===== src/rtl/l_shift_sat_12.sv =====
// l_shift_sat_12 -- sequential left shifter for 12-bit two's-complement
// operands, one bit per clock, with optional saturation on overflow.
//
// Parameters:
//   SAT_EN : 1 clamps overflowed results to 12'h7FF / 12'h800 by operand
//            sign; 0 returns the wrapped (plain shifted) value.
// Ports:
//   clk    : clock, rising-edge active
//   rst_n  : asynchronous active-low reset
//   start  : begin an operation; sampled only while idle
//   Inpt   : 12-bit signed operand, captured when start is accepted
//   I      : shift amount 0..15, captured together with Inpt
//   Otps   : registered result, held between operations
//   ovf    : registered overflow flag of the last completed operation
//   busy   : high while an operation is in progress (SHIFT or DONE)
//   done   : one-cycle pulse; Otps/ovf were updated at the edge entering it
module l_shift_sat_12 #(
    parameter int SAT_EN = 1
) (
    input  logic        clk,
    input  logic        rst_n,
    input  logic        start,
    input  logic [11:0] Inpt,
    input  logic [3:0]  I,
    output logic [11:0] Otps,
    output logic        ovf,
    output logic        busy,
    output logic        done
);

    typedef enum logic [1:0] {
        IDLE  = 2'd0,
        SHIFT = 2'd1,
        DONE  = 2'd2
    } state_t;

    state_t      state;
    state_t      state_nxt;

    logic [11:0] work;
    logic [3:0]  cnt;
    logic        ovf_int;
    logic        sign;

    logic [11:0] shifted;
    logic        step_ovf;
    logic [11:0] res_work;
    logic        res_ovf;
    logic        res_sign;
    logic [11:0] res_out;

    // State register
    always_ff @(posedge clk or negedge rst_n) begin
        if (!rst_n) begin
            state <= IDLE;
        end else begin
            state <= state_nxt;
        end
    end

    // Next-state logic
    always_comb begin
        state_nxt = state;
        case (state)
            IDLE: begin
                if (start) begin
                    state_nxt = (I == 4'd0) ? DONE : SHIFT;
                end
            end
            SHIFT: begin
                if (cnt == 4'd1) begin
                    state_nxt = DONE;
                end
            end
            DONE:    state_nxt = IDLE;
            default: state_nxt = IDLE;
        endcase
    end

    // Outputs decoded from state
    always_comb begin
        busy = (state != IDLE);
        done = (state == DONE);
    end

    // One shift step; overflow is detected before the shift, when the bit
    // about to become the sign differs from the current sign.
    always_comb begin
        shifted  = {work[10:0], 1'b0};
        step_ovf = work[11] ^ work[10];
    end

    // Value written to Otps/ovf at the edge entering DONE. From IDLE this is
    // the zero-shift case (operand passes straight through); from SHIFT it
    // includes the final step being taken on that same edge.
    always_comb begin
        if (state == IDLE) begin
            res_work = Inpt;
            res_ovf  = 1'b0;
            res_sign = Inpt[11];
        end else begin
            res_work = shifted;
            res_ovf  = ovf_int | step_ovf;
            res_sign = sign;
        end
        if (res_ovf && (SAT_EN != 0)) begin
            res_out = res_sign ? 12'h800 : 12'h7FF;
        end else begin
            res_out = res_work;
        end
    end

    // Datapath registers
    always_ff @(posedge clk or negedge rst_n) begin
        if (!rst_n) begin
            work    <= '0;
            cnt     <= '0;
            ovf_int <= 1'b0;
            sign    <= 1'b0;
            Otps    <= '0;
            ovf     <= 1'b0;
        end else begin
            case (state)
                IDLE: begin
                    if (start) begin
                        work    <= Inpt;
                        cnt     <= I;
                        ovf_int <= 1'b0;
                        sign    <= Inpt[11];
                    end
                end
                SHIFT: begin
                    work    <= shifted;
                    cnt     <= cnt - 4'd1;
                    ovf_int <= ovf_int | step_ovf;
                end
                default: ;
            endcase
            if (state_nxt == DONE) begin
                Otps <= res_out;
                ovf  <= res_ovf;
            end
        end
    end

endmodule


===== config.mk =====
export PLATFORM = sky130hd
export DESIGN_NAME = l_shift_sat_12
export DESIGN_NICKNAME = d
export VERILOG_FILES = /design/src/rtl/l_shift_sat_12.sv
export SDC_FILE = /design/constraint.sdc
export NUM_CORES = 1
export LEC_CHECK = 0
export ABC_CLOCK_PERIOD_IN_PS = 3900
export CAP_MARGIN = 20
export CORE_MARGIN = 2
export CORE_UTILIZATION = 27
export DETAILED_ROUTE_END_ITERATION = 10
export GPL_TIMING_DRIVEN = 0
export PLACE_DENSITY = 0.44
export REMOVE_ABC_BUFFERS = 1
export SYNTH_ARGS = -nofsm -noshare
export SYNTH_HDL_FRONTEND = slang
export SYNTH_SLANG_ARGS = --single-unit
export TNS_END_PERCENT = 5

===== constraint.sdc =====
create_clock -name clk -period 3.9 [get_ports clk]
set_input_delay 0.39 -clock clk [delete_from_list [all_inputs] [get_ports clk]]
set_output_delay 0.39 -clock clk [all_outputs]
set_load 0.03 [all_outputs]

== Word level (Yosys, flattened, before mapping) ==
Cells that the tools add are included.
Storage, ports and cells
  output and inout port bits: 15
  register bits: 33
Operators by class
  equality and inequality tests: 5
  bitwise gates (word level): 2
  reductions and logical operators: 6
  $add $sub $neg: 1
  mux-type cells: 15
Operator list (count)
  two-way mux 12 bit: 4
  one-hot mux 12 bit (2 select lines): 1
  one-hot mux 4 bit (2 select lines): 1
  two-way mux 2 bit: 3
  == test 2 bit, second input constant: 2
  == test 4 x 1 -> 1 bit, second input constant: 1
  logical NOT 4 bit: 1
  two-way mux 4 bit: 1
  one-hot mux 2 bit (2 select lines): 1
  AND reduction 2 bit: 2
  nonzero test 2 bit: 2
  subtractor 4 x 1 -> 4 bit, second input constant: 1
  two-way mux 1 bit: 3
  == test 2 x 1 -> 1 bit, second input constant: 1
  logical NOT 2 bit: 1
  != test 2 bit, second input constant: 1
  one-hot mux 1 bit (2 select lines): 1
  OR 1 bit: 1
  XOR 1 bit: 1

== Logic depth before layout (Yosys ltp) ==
  depth in word-level cells: 5
  mapped depth: 7

== Worst setup path after synthesis ==
OpenSTA, ideal clock, no wires.
  path type: register to register
  start: reg cnt[1]
  end: reg Otps[10]
  required time: 3.818 ns
  period minus slack after synthesis: 1.713 ns
  path slack: 2.187 ns
  arrival time: 1.631 ns
  stages on the path, launching flop included: 8
  library setup time: 0.082 ns
  cells stage by stage: dfrtp_1 -> inv_1 -> ha_1 -> or3b_2 -> o22ai_4 -> buf_6 -> nor2_1 -> a31oi_1
On the way
  cells in the longest elaborated chain, start to end: 4
Ends and longest elaborated chain
  start: declaration: RTL line 41  | logic [3:0] cnt;
  start signal: assignment: RTL line 134  | cnt <= cnt - 4'd1;
  == test 4 x 1 -> 1 bit: RTL line 71  | if (cnt == 4'd1) begin
  two-way mux 2 bit: RTL line 71
  one-hot mux 2 bit (2 select lines): RTL line 64  | case (state)
  == test 2 bit: RTL line 139  | if (state_nxt == DONE) begin
  end signal: assignment: RTL line 140  | Otps <= res_out;
  end: declaration: RTL line 25  | output logic [11:0] Otps,
Every way passes these cells.
A chain may end at the register's enable or synchronous reset.

== Final worst setup path ==
  start: reg state[1]
  end: out busy
On the way
  cells in the longest elaborated chain, start to end: 1
Ends and longest elaborated chain
  start: declaration: RTL line 37  | state_t state;
  start signal: assignment: RTL line 57  | state <= state_nxt;
  nonzero test 2 bit: RTL line 82  | busy = (state != IDLE);
  end: declaration: RTL line 27  | output logic busy,
Every way passes these cells.

==> summary.md <==
| Metric | Value |
|---|---|
| RePlAce Congestion | 0.744 |
| Synth warn | 0 |
| Clock Power Share | 16.3% |
| WHS | 0.167 ns |
| Post-synth EDFFs | 0 |
| Critical Path RT | 3.51 ns |
| Syn avg cell area | 9.10 sq um |
| Layout cells sized above 1 | 7.14% |
| Outcome | finished clean |
| CTS Buf Count | 5 |
| Post-CTS Setup Bufs | 0 |
| Register area share after synthesis | 50.7% |
| Pwr Total | 1.81 mW |
| Initial DRC count | 56 |
| Post_cts resized | 0 |
| Post-synth top area cell | dfrtp_1 |
| Ys async rst share | 100% |
| Tightest Pin Transition | 0.778 ns |
| Critical path arrival | 2.27 ns |
| Setup WS pre-CTS | 1.19 ns |
| DRC errors left | 0 |
| Final hold violation count | 0 |
| WS Path Type | flop to output pin |
| First-pass GRT wire length | 6950 um |
| Post-DP Area | 2010 sq um |
| GRT overflow | 0 |
| Setup ws final | 1.24 ns |
| Internal | 1.02 mW |
| Tcrit/Tclk final | 68.1% |
| Number of global-route vias before repair | 1371 |
| Area growth syn-to-layout | 29.6% |
| Highest Clock Rate | 376 MHz |
| Skew final | 0.00713 ns |
| Comb pwr share | 49.4% |
| Mapped Area | 1630 sq um |
| Initial antenna violation count | 0 |
| Max FO, Critical Path | 17 |
| Initial Utilization | 27.7% |
| DP HPWL | 2880 um |
| # rows | 28 |
| Layout Cells excl Fill | 285 |
| IR drop worst, VDD | 0.000232 V |
| Clock transition at the registers of the reported paths | 0.08 ns |
| Hold-fix buffers, CTS | 0 |
| CTS H-tree lvls | 2 |
| Sequential share of power | 34.3% |
| Clock Tree Buf Depth | 2 |
| Leak pwr | 0.852 nW |
| Setup TNS | 0 ns |
| Detailed-route via count | 1438 |
| Tmin final | 2.66 ns |
| Final Util | 35.9% |
| Post-synth top cells | dfrtp_1 (33), nand2_1 (29), nor2_1 (25) |
| GRT Overall Usage | 14.2% |
| Slew HR | 48.1% |
| Startpoint types | flop |
| Count leader, synth | dfrtp_1 |
| Synth Register Bits | 33 |
| Fin nets | 230 |
| Synth unique cells | 34 |
| Port-buffer cells | 33 |
| Ys flop type | dfrtp_1 |
| Critical Path Sink Type | output pin |
| First-pass DRT Iterations | 4 |
| Clock root cell | clkbuf_8 |
| Net Sw Frac | 43.5% |
| Mapped Cells | 179 |
| Clock Latency Late Sink | 0.29 ns |
| Die Footprint | 6670 sq um |
| Largest net degree at the start of global routing | 34 |
| Top cell type's share of synthesized area | 50.7% |
| Max-Cap Viols | 0 |
| RSZ-0062 raised after global routing | no |
| Area contributors post-synth | dfrtp_1 (51%), a31oi_1 (8.4%), nand2_1 (6.7%), nor2_1 (5.8%), a22oi_1 (4.6%) |
| Setup-failing EPs final | 0 |
| # clock sinks | 33 |
| Top Ports | 34 |
| Die Span Y | 81.7 um |
| PD cells | 857 nW/um^2 |
| N_diodes | 0 |
| Hold WC Path Type | input pin to asynchronous set/reset pin |
| Detail Route Antenna Nets | 0 |
| Psw | 0.787 mW |
| TritonCTS clock tree | yes |
| Total wire length | 4250 um |
| Fin area | 2110 sq um |
| Via/cell ratio | 5.05 |
| Core area | 5890 sq um |
| Pins Over Slew Limit | 0 |
| Placed insts | 277 |
| DIE WIDTH | 81.7 um |
| Routed len/inst | 14.9 um |
==> final cells by class <==
class                           count  area, sq um
Fill cell                         626         3770
Sequential cell                    33          826
Multi-Input combinational cell    129          716
Timing Repair Buffer               34          353
Clock buffer                        7         96.3
Tap cell                           75         93.8
Inverter                            6         22.5
Clock inverter                      1         5.00
==> kinds of logic (layout without fill, tap and decap cells) <==
family                   after synthesis  in the layout  share of synthesized area [%]
flip-flops                            33             33                           50.7
AND/OR/NAND/NOR                       73             73                           20.0
XOR/XNOR                               1              1                          0.538
AO/OA/AOI/OAI                         52             52                           21.2
adder cells (fa/ha/maj)                2              2                           1.54
buffers and inverters                 17             48                           5.38
multiplexers                           1              1                          0.614
==> worst paths after layout <==
kind,from,endpoint,slack (ns),cells after the start
hold reg to reg,ovf,ovf,0.50,1
hold / removal,rst_n,Otps[0],0.17,1
max in group asynchronous,rst_n,work[5],3.23,1
setup reg to reg,state[1],cnt[1],1.56,5
setup / recovery,state[1],busy,1.24,3
min in group clk,ovf,ovf,0.50,1
==> power by group through the flow <==
| stage | clock [mW] | sequential [mW] | combinational, mW |
|---|---|---|---|
| 2_1_floorplan | 0 | 0.714 | 0.468 |
| 3_3_place_gp | 0 | 0.621 | 0.857 |
| 3_5_place_dp | 0 | 0.629 | 0.908 |
| 4_1_cts | 0.302 | 0.623 | 0.910 |
| 5_1_grt | 0.314 | 0.645 | 1.01 |
| 6_report | 0.294 | 0.621 | 0.895 |
==> layout by cell type (no fill, tap or decap), types with 6 or more instances in the layout <==
| cell | count |
|---|---|
| dfrtp_1 | 33 |
| clkdlybuf4s50_1 | 32 |
| nand2_1 | 29 |
| nor2_1 | 25 |
| a31oi_1 | 22 |
| a22oi_1 | 10 |
| o21ai_0 | 7 |
| clkbuf_8 | 7 |
| inv_1 | 6 |
| a21oi_1 | 6 |
==> critical path, cell delays in order (launching register included) <==
cell and delay (ns):
dfrtp_1 0.46, nor2_2 0.65, inv_1 0.22, clkdlybuf4s50_1 0.65
==> per-layer routing <==
layer,track usage [%],up-vias,share of wire [%]
li1,-,699,-
met2,23.4,29,46
met3,4.07,7,4.9
met1,17.6,703,47
met5,0,-,0
met4,5.00,0,2.0
==> registers in the layout, summed over array words and instances (netlist names) <==
signal and count:
state 2, ovf 1, Otps 12, ovf_int 1, sign 1, cnt 4, work 12
Power figures use the tool's default switching activity.
==> variant (config.mk and constraints unchanged) <==
Set the parameter `SAT_EN` to 0 (it was 1). Comments in the files are not updated.
--- a/src/rtl/l_shift_sat_12.sv
+++ b/src/rtl/l_shift_sat_12.sv
@@ -15,7 +15,7 @@
 //   busy   : high while an operation is in progress (SHIFT or DONE)
 //   done   : one-cycle pulse; Otps/ovf were updated at the edge entering it
 module l_shift_sat_12 #(
-    parameter int SAT_EN = 1
+    parameter int SAT_EN = 0
 ) (
     input  logic        clk,
     input  logic        rst_n,
Function: changed (a bounded check fails within 4 cycles, from zero or initial values and one cycle with rst_n low).
==> variant against the original RTL <==
- combinational power grew 4.4%
- total power grew 0.41%
- first-iteration DRC count rose by 1.8%
- routed wire length is 17% lower
- fmax is 7.0% higher
- setup slack improved by 0.17 ns
- sequential cell count decreased by 1
- design area hardly changed
- non-clock buffer count is 1 higher
- die area rose by 1.1%
- synthesized area is 1.2% higher
- largest cell class unchanged
==> variant: results (changes against the original RTL) <==
GRT
  – First-pass GRT wire length: 5930 microns (-15%)
  – Pin count of the biggest net entering global routing: 33 (-2.9%)
  – Total track usage: 11.9% (-2.2 points)
  – Met2 Use GR: 17.2% (-6.3 points)
  – M3 GR Usage: 4.24% (+0.17 points)
  – Antenna violations before repair: 0 (unchanged)
  – Vias in the first global route: 1193 (-13%)
  – GRT met1 Usage: 16.4% (-1.2 points)

Setup path
  – Crit-path leading delay family: compound AO/OA/AOI/OAI gates
  – Slowest CP cell: o22ai_4
  – Worst EP arrival: 2.65 ns (+0.38 ns)
  – Crit-path max cell delay: 0.77 ns (+0.12 ns)
  – Reg2Reg Depth: 3 (-2)
  – Crit Path Max Fanout: 28 (+11)

Placed design
  – Worst slack, placed: 1.18 ns (-0.00574 ns)
  – Dpl hpwl: 2360 microns (-18%)
  – Final Wtd Congestion: 0.712 (-4.3%)

STA
  – Worst slew pin tran: 1.09 ns (+0.312 ns)
  – Skew final: 0.00723 ns (+0.000106 ns)

Clocking
  – Root Driver: clkbuf_8
  – Skew-Pair Late Insertion Delay: about 0.28 ns
  – Num CTS Buffers: 5 (unchanged)
  – H-tree levels: 2 (unchanged)
  – Clock Path Buffers: 2 (unchanged)
  – CTS resizes: 0 (unchanged)

Routing
  – 1st-iter DRT viols: 57 (+1.8%)
  – Vias per Instance: 4.66 (-7.6%)
  – Routed len/inst: 13.5 microns (-9.4%)

Logic synthesis
  – Synth cell count leaders: dfrtp_1, nand2_1, mux2_2, nor2_1, a31oi_1
  – Synth warn: 0 (unchanged)
  – Share of the yosys chip area belonging to registers: 48.6% (-2.1 points)
  – Netlist cell types: 30 (-12%)
  – Top cells by area, synth: dfrtp_1, mux2_2, mux2_4, nand2_1, a31oi_1

Run status
  – Outcome: complete, no violations

Pwr
  – Max VDD drop: 0.362 mV (+56%)
  – Leakage: 0.882 nW (+3.6%)

Cells and area
  – Share of cells above drive strength 1: 19.9% (+13 points)
  – Nets: 206 (-10%)
  – Largest regs: Otps x12, work x12, cnt x4

Min path
  – Min-Delay Path Class: input pin to asynchronous set/reset pin
-- variant: metrics by stage --
stage	instances	util, %	cell area [sq um]	hold WS [ns]
floorplan	143	-	1590	0.0944
global placement	251	33.9	2010	0.486
detailed placement	252	34.0	2010	0.494
CTS	260	35.5	2100	0.193
global route	261	35.7	2110	0.217
finish	261	35.7	2110	0.165
-- variant: worst reg2reg max path: stages, from the launching register on --
cell,delay (ns)
dfrtp_1,0.49
nand2b_1,0.70
o22ai_4,0.77
mux2_2,0.41
-- variant: cell families (layout without fill, tap and decap cells) --
logic type / after synthesis / after routing / synth area share [%]
compound gates: 23 / 23 / 10.3
xor+xnor: 2 / 2 / 1.06
fa+ha+maj: 2 / 2 / 1.52
buf+inv: 16 / 49 / 5.16
flops: 32 / 32 / 48.6
mux: 25 / 25 / 18.5
simple gates: 53 / 53 / 14.8
-- variant: power by group --
part	total [W]	switching [W]	internal (W)
clock	0.000264	0.000120	0.000144
sequential	0.000620	0.000121	0.000499
combinational	0.000934	0.000478	0.000455
total	0.00182	0.000720	0.00110
-- variant: cell type report --
class	count	area, sq um
repair buffers	35	344
inverters	6	22.5
well taps	75	93.8
flip-flops and latches	32	801
clock buffers	8	90.1
fillers	606	3810
multi-input cells	105	762
-- variant: layer usage --
metal / wire length, microns / vias up
met2: 1590 / 34
met5: 0 / -
met3: 161 / 7
li1: - / 594
met4: 49 / 0
met1: 1720 / 582
-- variant: path summary, 6_finish.rpt --
path	from	endpoint
setup / recovery	state[1]	Otps[9]
setup reg to reg	state[1]	Otps[9]
max in group asynchronous	rst_n	ovf_int
hold / removal	rst_n	work[0]
min in group clk	ovf_int	ovf_int
hold reg to reg	ovf_int	ovf_int
